**config.mk**
```make
export PLATFORM = sky130hd
export DESIGN_NAME = display_value_counter
export DESIGN_NICKNAME = d
export VERILOG_FILES = /design/src/rtl/display_pkg.sv /design/src/rtl/key_debounce.sv /design/src/rtl/display_value_counter.sv
export SDC_FILE = /design/constraint.sdc
export NUM_CORES = 1
export LEC_CHECK = 0
export CELL_PAD_IN_SITES_DETAIL_PLACEMENT = 0
export CELL_PAD_IN_SITES_GLOBAL_PLACEMENT = 1
export CORE_MARGIN = 1
export CORE_UTILIZATION = 40
export CTS_BUF_LIST = sky130_fd_sc_hd__clkbuf_4 sky130_fd_sc_hd__clkbuf_8
export DETAILED_ROUTE_END_ITERATION = 10
export PLACE_DENSITY_LB_ADDON = 0.1
export SYNTH_ARGS = -nofsm -noshare
export SYNTH_HDL_FRONTEND = slang
export SYNTH_HIERARCHICAL = 1
export SYNTH_SLANG_ARGS = --single-unit
```
**constraint.sdc**
```tcl
create_clock -name CLOCK_50 -period 3.9 [get_ports CLOCK_50]
set_input_delay 0.585 -clock CLOCK_50 [delete_from_list [all_inputs] [get_ports CLOCK_50]]
set_output_delay 0.585 -clock CLOCK_50 [all_outputs]
set_load 0.1 [all_outputs]
```
**src/rtl/display_pkg.sv**
```systemverilog
// Shared key indices, event priority encoding and timing derivations for the
// display value counter.
package display_pkg;

  localparam int KEY_CLR  = 0;
  localparam int KEY_LOAD = 1;
  localparam int KEY_INC  = 2;
  localparam int KEY_DEC  = 3;

  typedef enum logic [2:0] {
    EV_NONE,
    EV_CLR,
    EV_LOAD,
    EV_INC,
    EV_DEC,
    EV_AUTO
  } event_t;

  function automatic int db_cycles(input int clk_hz, input int debounce_ms);
    int c;
    c = clk_hz / 1000 * debounce_ms;
    return (c < 1) ? 1 : c;
  endfunction

  function automatic int auto_div(input int clk_hz, input int auto_hz);
    int d;
    d = clk_hz / auto_hz;
    return (d < 1) ? 1 : d;
  endfunction

  // Highest-priority event wins; hold only masks the counting events.
  function automatic event_t pick_event(input logic [3:0] press, input logic tick,
                                        input logic hold);
    if (press[KEY_CLR])  return EV_CLR;
    if (press[KEY_LOAD]) return EV_LOAD;
    if (hold)            return EV_NONE;
    if (press[KEY_INC])  return EV_INC;
    if (press[KEY_DEC])  return EV_DEC;
    if (tick)            return EV_AUTO;
    return EV_NONE;
  endfunction

endpackage

```
**src/rtl/key_debounce.sv**
```systemverilog
// One active-low pushbutton: 2-flop synchronizer, stable-time debouncer and a
// registered one-cycle press pulse on the debounced 1->0 transition.
module key_debounce #(
  parameter int DB_CYCLES = 3
) (
  input  logic clk,
  input  logic rst_n,
  input  logic raw,
  output logic press
);

  localparam int CW = $clog2(DB_CYCLES + 1);
  localparam logic [CW-1:0] CNT_LAST = CW'(DB_CYCLES - 1);

  logic          sync_a;
  logic          sync_b;
  logic          stable;
  logic [CW-1:0] cnt;

  always_ff @(posedge clk or negedge rst_n) begin
    if (!rst_n) begin
      sync_a <= 1'b1;
      sync_b <= 1'b1;
      stable <= 1'b1;
      cnt    <= '0;
      press  <= 1'b0;
    end else begin
      sync_a <= raw;
      sync_b <= sync_a;
      press  <= 1'b0;
      // Any cycle where the input agrees with the debounced state restarts the count.
      if (sync_b == stable) begin
        cnt <= '0;
      end else if (cnt == CNT_LAST) begin
        stable <= sync_b;
        cnt    <= '0;
        press  <= ~sync_b;
      end else begin
        cnt <= cnt + 1'b1;
      end
    end
  end

endmodule

```
**src/rtl/display_value_counter.sv**
```systemverilog
// Byte counter driven by debounced keys and an auto-increment prescaler; feeds
// a seven-segment stage with VALUE plus a change pulse, mirrored on LEDR.
module display_value_counter #(
  parameter int CLK_HZ      = 50_000_000,
  parameter int DEBOUNCE_MS = 10,
  parameter int AUTO_HZ     = 4
) (
  input  logic       CLOCK_50,
  input  logic       RESET_N,
  input  logic [3:0] KEY,
  input  logic [9:0] SW,
  output logic [7:0] VALUE,
  output logic       UPDATE,
  output logic [9:0] LEDR
);

  import display_pkg::*;

  localparam int DB_CYCLES = db_cycles(CLK_HZ, DEBOUNCE_MS);
  localparam int AUTO_DIV  = auto_div(CLK_HZ, AUTO_HZ);
  localparam int PW        = $clog2(AUTO_DIV + 1);
  localparam logic [PW-1:0] PRE_LAST = PW'(AUTO_DIV - 1);

  logic [3:0]    press;
  logic [PW-1:0] prescale;
  logic          tick;
  event_t        ev;
  logic [7:0]    value_nxt;
  logic          wrap_nxt;
  logic          wrap_q;
  logic          auto_q;

  for (genvar i = 0; i < 4; i++) begin : g_key
    key_debounce #(.DB_CYCLES(DB_CYCLES)) u_key (
      .clk   (CLOCK_50),
      .rst_n (RESET_N),
      .raw   (KEY[i]),
      .press (press[i])
    );
  end

  // Held at zero while disabled so the first tick lands a full period after enable.
  always_ff @(posedge CLOCK_50 or negedge RESET_N) begin
    if (!RESET_N)              prescale <= '0;
    else if (!SW[9])           prescale <= '0;
    else if (prescale == PRE_LAST) prescale <= '0;
    else                       prescale <= prescale + 1'b1;
  end

  assign tick = SW[9] && (prescale == PRE_LAST);

  always_comb begin
    ev        = pick_event(press, tick, SW[8]);
    value_nxt = VALUE;
    wrap_nxt  = wrap_q;
    case (ev)
      EV_CLR: begin
        value_nxt = 8'h00;
        wrap_nxt  = 1'b0;
      end
      EV_LOAD: begin
        value_nxt = SW[7:0];
        wrap_nxt  = 1'b0;
      end
      EV_INC, EV_AUTO: begin
        value_nxt = VALUE + 1'b1;
        if (VALUE == 8'hFF) wrap_nxt = 1'b1;
      end
      EV_DEC: begin
        value_nxt = VALUE - 1'b1;
        if (VALUE == 8'h00) wrap_nxt = 1'b1;
      end
      default: ;
    endcase
  end

  always_ff @(posedge CLOCK_50 or negedge RESET_N) begin
    if (!RESET_N) begin
      VALUE  <= 8'h00;
      UPDATE <= 1'b0;
      wrap_q <= 1'b0;
      auto_q <= 1'b0;
    end else begin
      VALUE  <= value_nxt;
      UPDATE <= (value_nxt != VALUE);
      wrap_q <= wrap_nxt;
      auto_q <= SW[9];
    end
  end

  assign LEDR = {wrap_q, auto_q, VALUE};

endmodule

```
==> metrics.md <==
| Metric | Value |
|---|---|
| Status | `completed` |
| Clock latency on the worst-skew pair | `440 ps` |
| Final Hold Viols | `0` |
| Rows | `47` |
| Initial antenna violation count | `0` |
| GRT overflow | `0` |
| Post-synthesis sequential area ratio | `46.9%` |
| H-tree depth | `4` |
| Ys Warns | `6` |
| DRC | `0` |
| Main synth FF type | `dfrtp_1` |
| Final wirelength | `14.1 mm` |
| CP Capture Type | `flop` |
| Synth top area cells | `dfrtp_1, xnor2_1, nor2_1` |
| CTS root buf | `clkbuf_8` |
| Syn Std Cell Area | `6810 µm²` |
| Tcrit/Tclk final | `85.7%` |
| I/O pins | `35` |
| Slew Limit Fails | `0` |
| Antenna diodes | `0` |
| F_max | `299 MHz` |
| WS Path Type | `input pin to flop` |
| Post-Syn Instances | `698` |
| PortBufs | `34` |
| Clock Tree Buf Depth | `2` |
| Setup TNS | `0 ps` |
| Initial DRC Count | `342` |
| Resized Gates After CTS | `0` |
| NumNets Final | `757` |
| Power per Cell Area | `345 nW/µm²` |
| Syn_nets | `726` |
| Final worst clock skew | `13.7 ps` |
| Die area | `17,500 µm²` |
| CTS buffer count | `17` |
| Die Y | `132 µm` |
| Arr. time, crit path | `3670 ps` |
| Largest net degree at the start of global routing | `79` |
| Hold Buf Count CTS | `0` |
| Routed len/inst | `14.7 µm` |
| Avg Cell Area, Syn | `9.75 µm²` |
| CP Launch Type | `input pin` |
| GRT Util Overall | `17.2%` |
| Via count | `5,160` |
| Synthesis-to-finish area growth | `13.7%` |
| Max-slew headroom | `31.6%` |
| Maximum fanout along the worst path | `7` |
| Pre-Repair DR Iteration Count | `5` |
| EDFF count, synth | `0` |
| Die X | `132 µm` |
| CTS tree | `yes` |
| Clock Pin Slew Worst Setup and Hold Paths | `80 ps` |
| Synthesized flop and latch total | `127` |
| RSZ-0062 raised after global routing | `no` |
| Final HPWL DP | `9.65 mm` |
| DRT antenna net count | `0` |
| Routability cong. | `0.813` |
| Vias in the first global route | `4,966` |
| Worst IR Drop VDD | `0.000207 V` |
| Ys async rst share | `100%` |
| Initial Util | `41.0%` |
| CTS sink cnt | `127` |
| Core region area | `16,600 µm²` |
| Leak | `3.04 nW` |
| Max-cap viol count | `0` |
| Total power | `2.67 mW` |
| # Post-CTS Setup Buffers | `0` |
| Min cycle time layout | `3340 ps` |
| Final core utilization | `46.7%` |
| Drt via density | `5.36` |
| Worst Hold Class | `input pin to asynchronous set/reset pin` |
| Worst EP required | `4220 ps` |
| Slew @ Worst Pin | `1030 ps` |
| Yosys top cell area share | `42.3%` |
| Share of post-route cells with drive strength above 1 | `11.6%` |
| First-pass GRT wire length | `24.2 mm` |
| Number of distinct library cells after synthesis | `67` |
| Largest area contributor in the netlist | `dfrtp_1` |
| Final setup viols | `0` |
cells in the mapped netlist, drive strengths merged (2+ instances only):
cell type / number
inv: 18
a221oi: 4
and3b: 2
or3: 9
a211oi: 3
a41o: 3
or2: 3
o31ai: 6
clkbuf: 7
xor2: 31
mux2: 4
dfstp: 12
a22oi: 3
nand4: 45
o21a: 2
or4: 4
nand3: 32
and3: 12
buf: 18
o21ai: 10
nor4: 16
nor3: 28
xnor2: 55
dfrtp: 115
or4b: 2
o22ai: 3
mux2i: 2
nand3b: 2
and2: 7
nor2: 117
nand2: 53
nor3b: 5
nor2b: 2
a31o: 4
ha: 11
and4: 5
nor4b: 8
a21oi: 19
path summary, 6_finish.rpt:
check,from,to,slack [ps],depth (start not counted)
max,SW[8],UPDATE,560,12
min reg2reg,g_key[1].u_key/sync_a,g_key[1].u_key/sync_b,360,0
max reg2reg,g_key[0].u_key/press,UPDATE,760,11
max in group asynchronous,RESET_N,g_key[0].u_key/stable,2740,2
min in group CLOCK_50,g_key[1].u_key/sync_a,g_key[1].u_key/sync_b,360,0
min,RESET_N,VALUE[4],300,1
flip-flops by register name, indices dropped and copies added, names as in the netlist:
name,flops
g_key.u_key/cnt,76
prescale,24
VALUE,8
g_key.u_key/press,4
g_key.u_key/stable,4
g_key.u_key/sync_a,4
g_key.u_key/sync_b,4
UPDATE,1
auto_q,1
wrap_q,1
per-layer routing:
layer  GRT usage, %  up-vias  wire length (µm)  part of all wire (%)
met5              0        -                 0                     0
li1               -     2548                 -                     -
met1           22.7     2531              6820                    48
met2           27.7       72              6790                    48
met3           4.10        9               411                   2.9
met4           5.87        0               105                  0.74
report_power, final:
| group | internal [mW] | switching (mW) | total, mW |
|---|---|---|---|
| combinational | 0.0331 | 0.0645 | 0.0977 |
| sequential | 1.34 | 0.0208 | 1.36 |
| clock | 0.675 | 0.539 | 1.21 |
logic make-up (layout without fill, tap and decap cells):
kind of cell,Yosys count,after routing,synth area share [%]
xor gates and xnor gates,86,86,11.1
DFF,127,127,46.9
muxes,6,6,0.956
adders and majority gates,12,12,2.32
and+or+nand+nor,355,355,27.2
AOI/OAI and AO/OA,69,69,8.51
buffers and inverters,43,87,3.07
layout make-up:
type / instances / area, µm²
Clock inverter: 12 / 159
Multi-Input combinational cell: 528 / 3400
Sequential cell: 127 / 3190
Inverter: 18 / 67.6
Tap cell: 220 / 275
Fill cell: 1573 / 8840
Clock buffer: 20 / 269
Timing Repair Buffer: 37 / 373
critical path: stages:
cell             delay, ps
clkdlybuf4s50_1        470
nor3_1                 250
nand3b_1               130
inv_1                  230
ha_1                   320
a211oi_1               370
or4b_2                 210
o2111ai_1              130
a221oi_2               340
o22ai_1                150
o41ai_1                370
nand3b_1               110
per-stage QoR:
stage          hold slack, ps  cell area, µm²  std cells  setup WS [ps]
6_report                  295            7740        962            557
5_1_grt                   361            7740        962            322
4_1_cts                   326            7740        962            609
3_5_place_dp              347            7310        930            136
3_3_place_gp              347            7310        930            195
2_1_floorplan             289            6810        698            577
cell usage in the layout, fill, tap and decap left out, types with 9 or more instances in the layout:
master,Yosys,layout
a21oi_1,15,15
and3_1,12,12
clkbuf_8,0,19
clkdlybuf4s50_1,0,33
dfrtp_1,115,115
dfstp_2,12,12
ha_1,11,11
inv_1,18,18
nand2_1,53,53
nand3_1,32,32
nand4_1,41,41
nor2_1,117,117
nor3_1,28,28
nor4_1,15,15
o21ai_0,9,9
xnor2_1,55,55
xor2_1,31,31
Power figures use the tool's default switching activity.
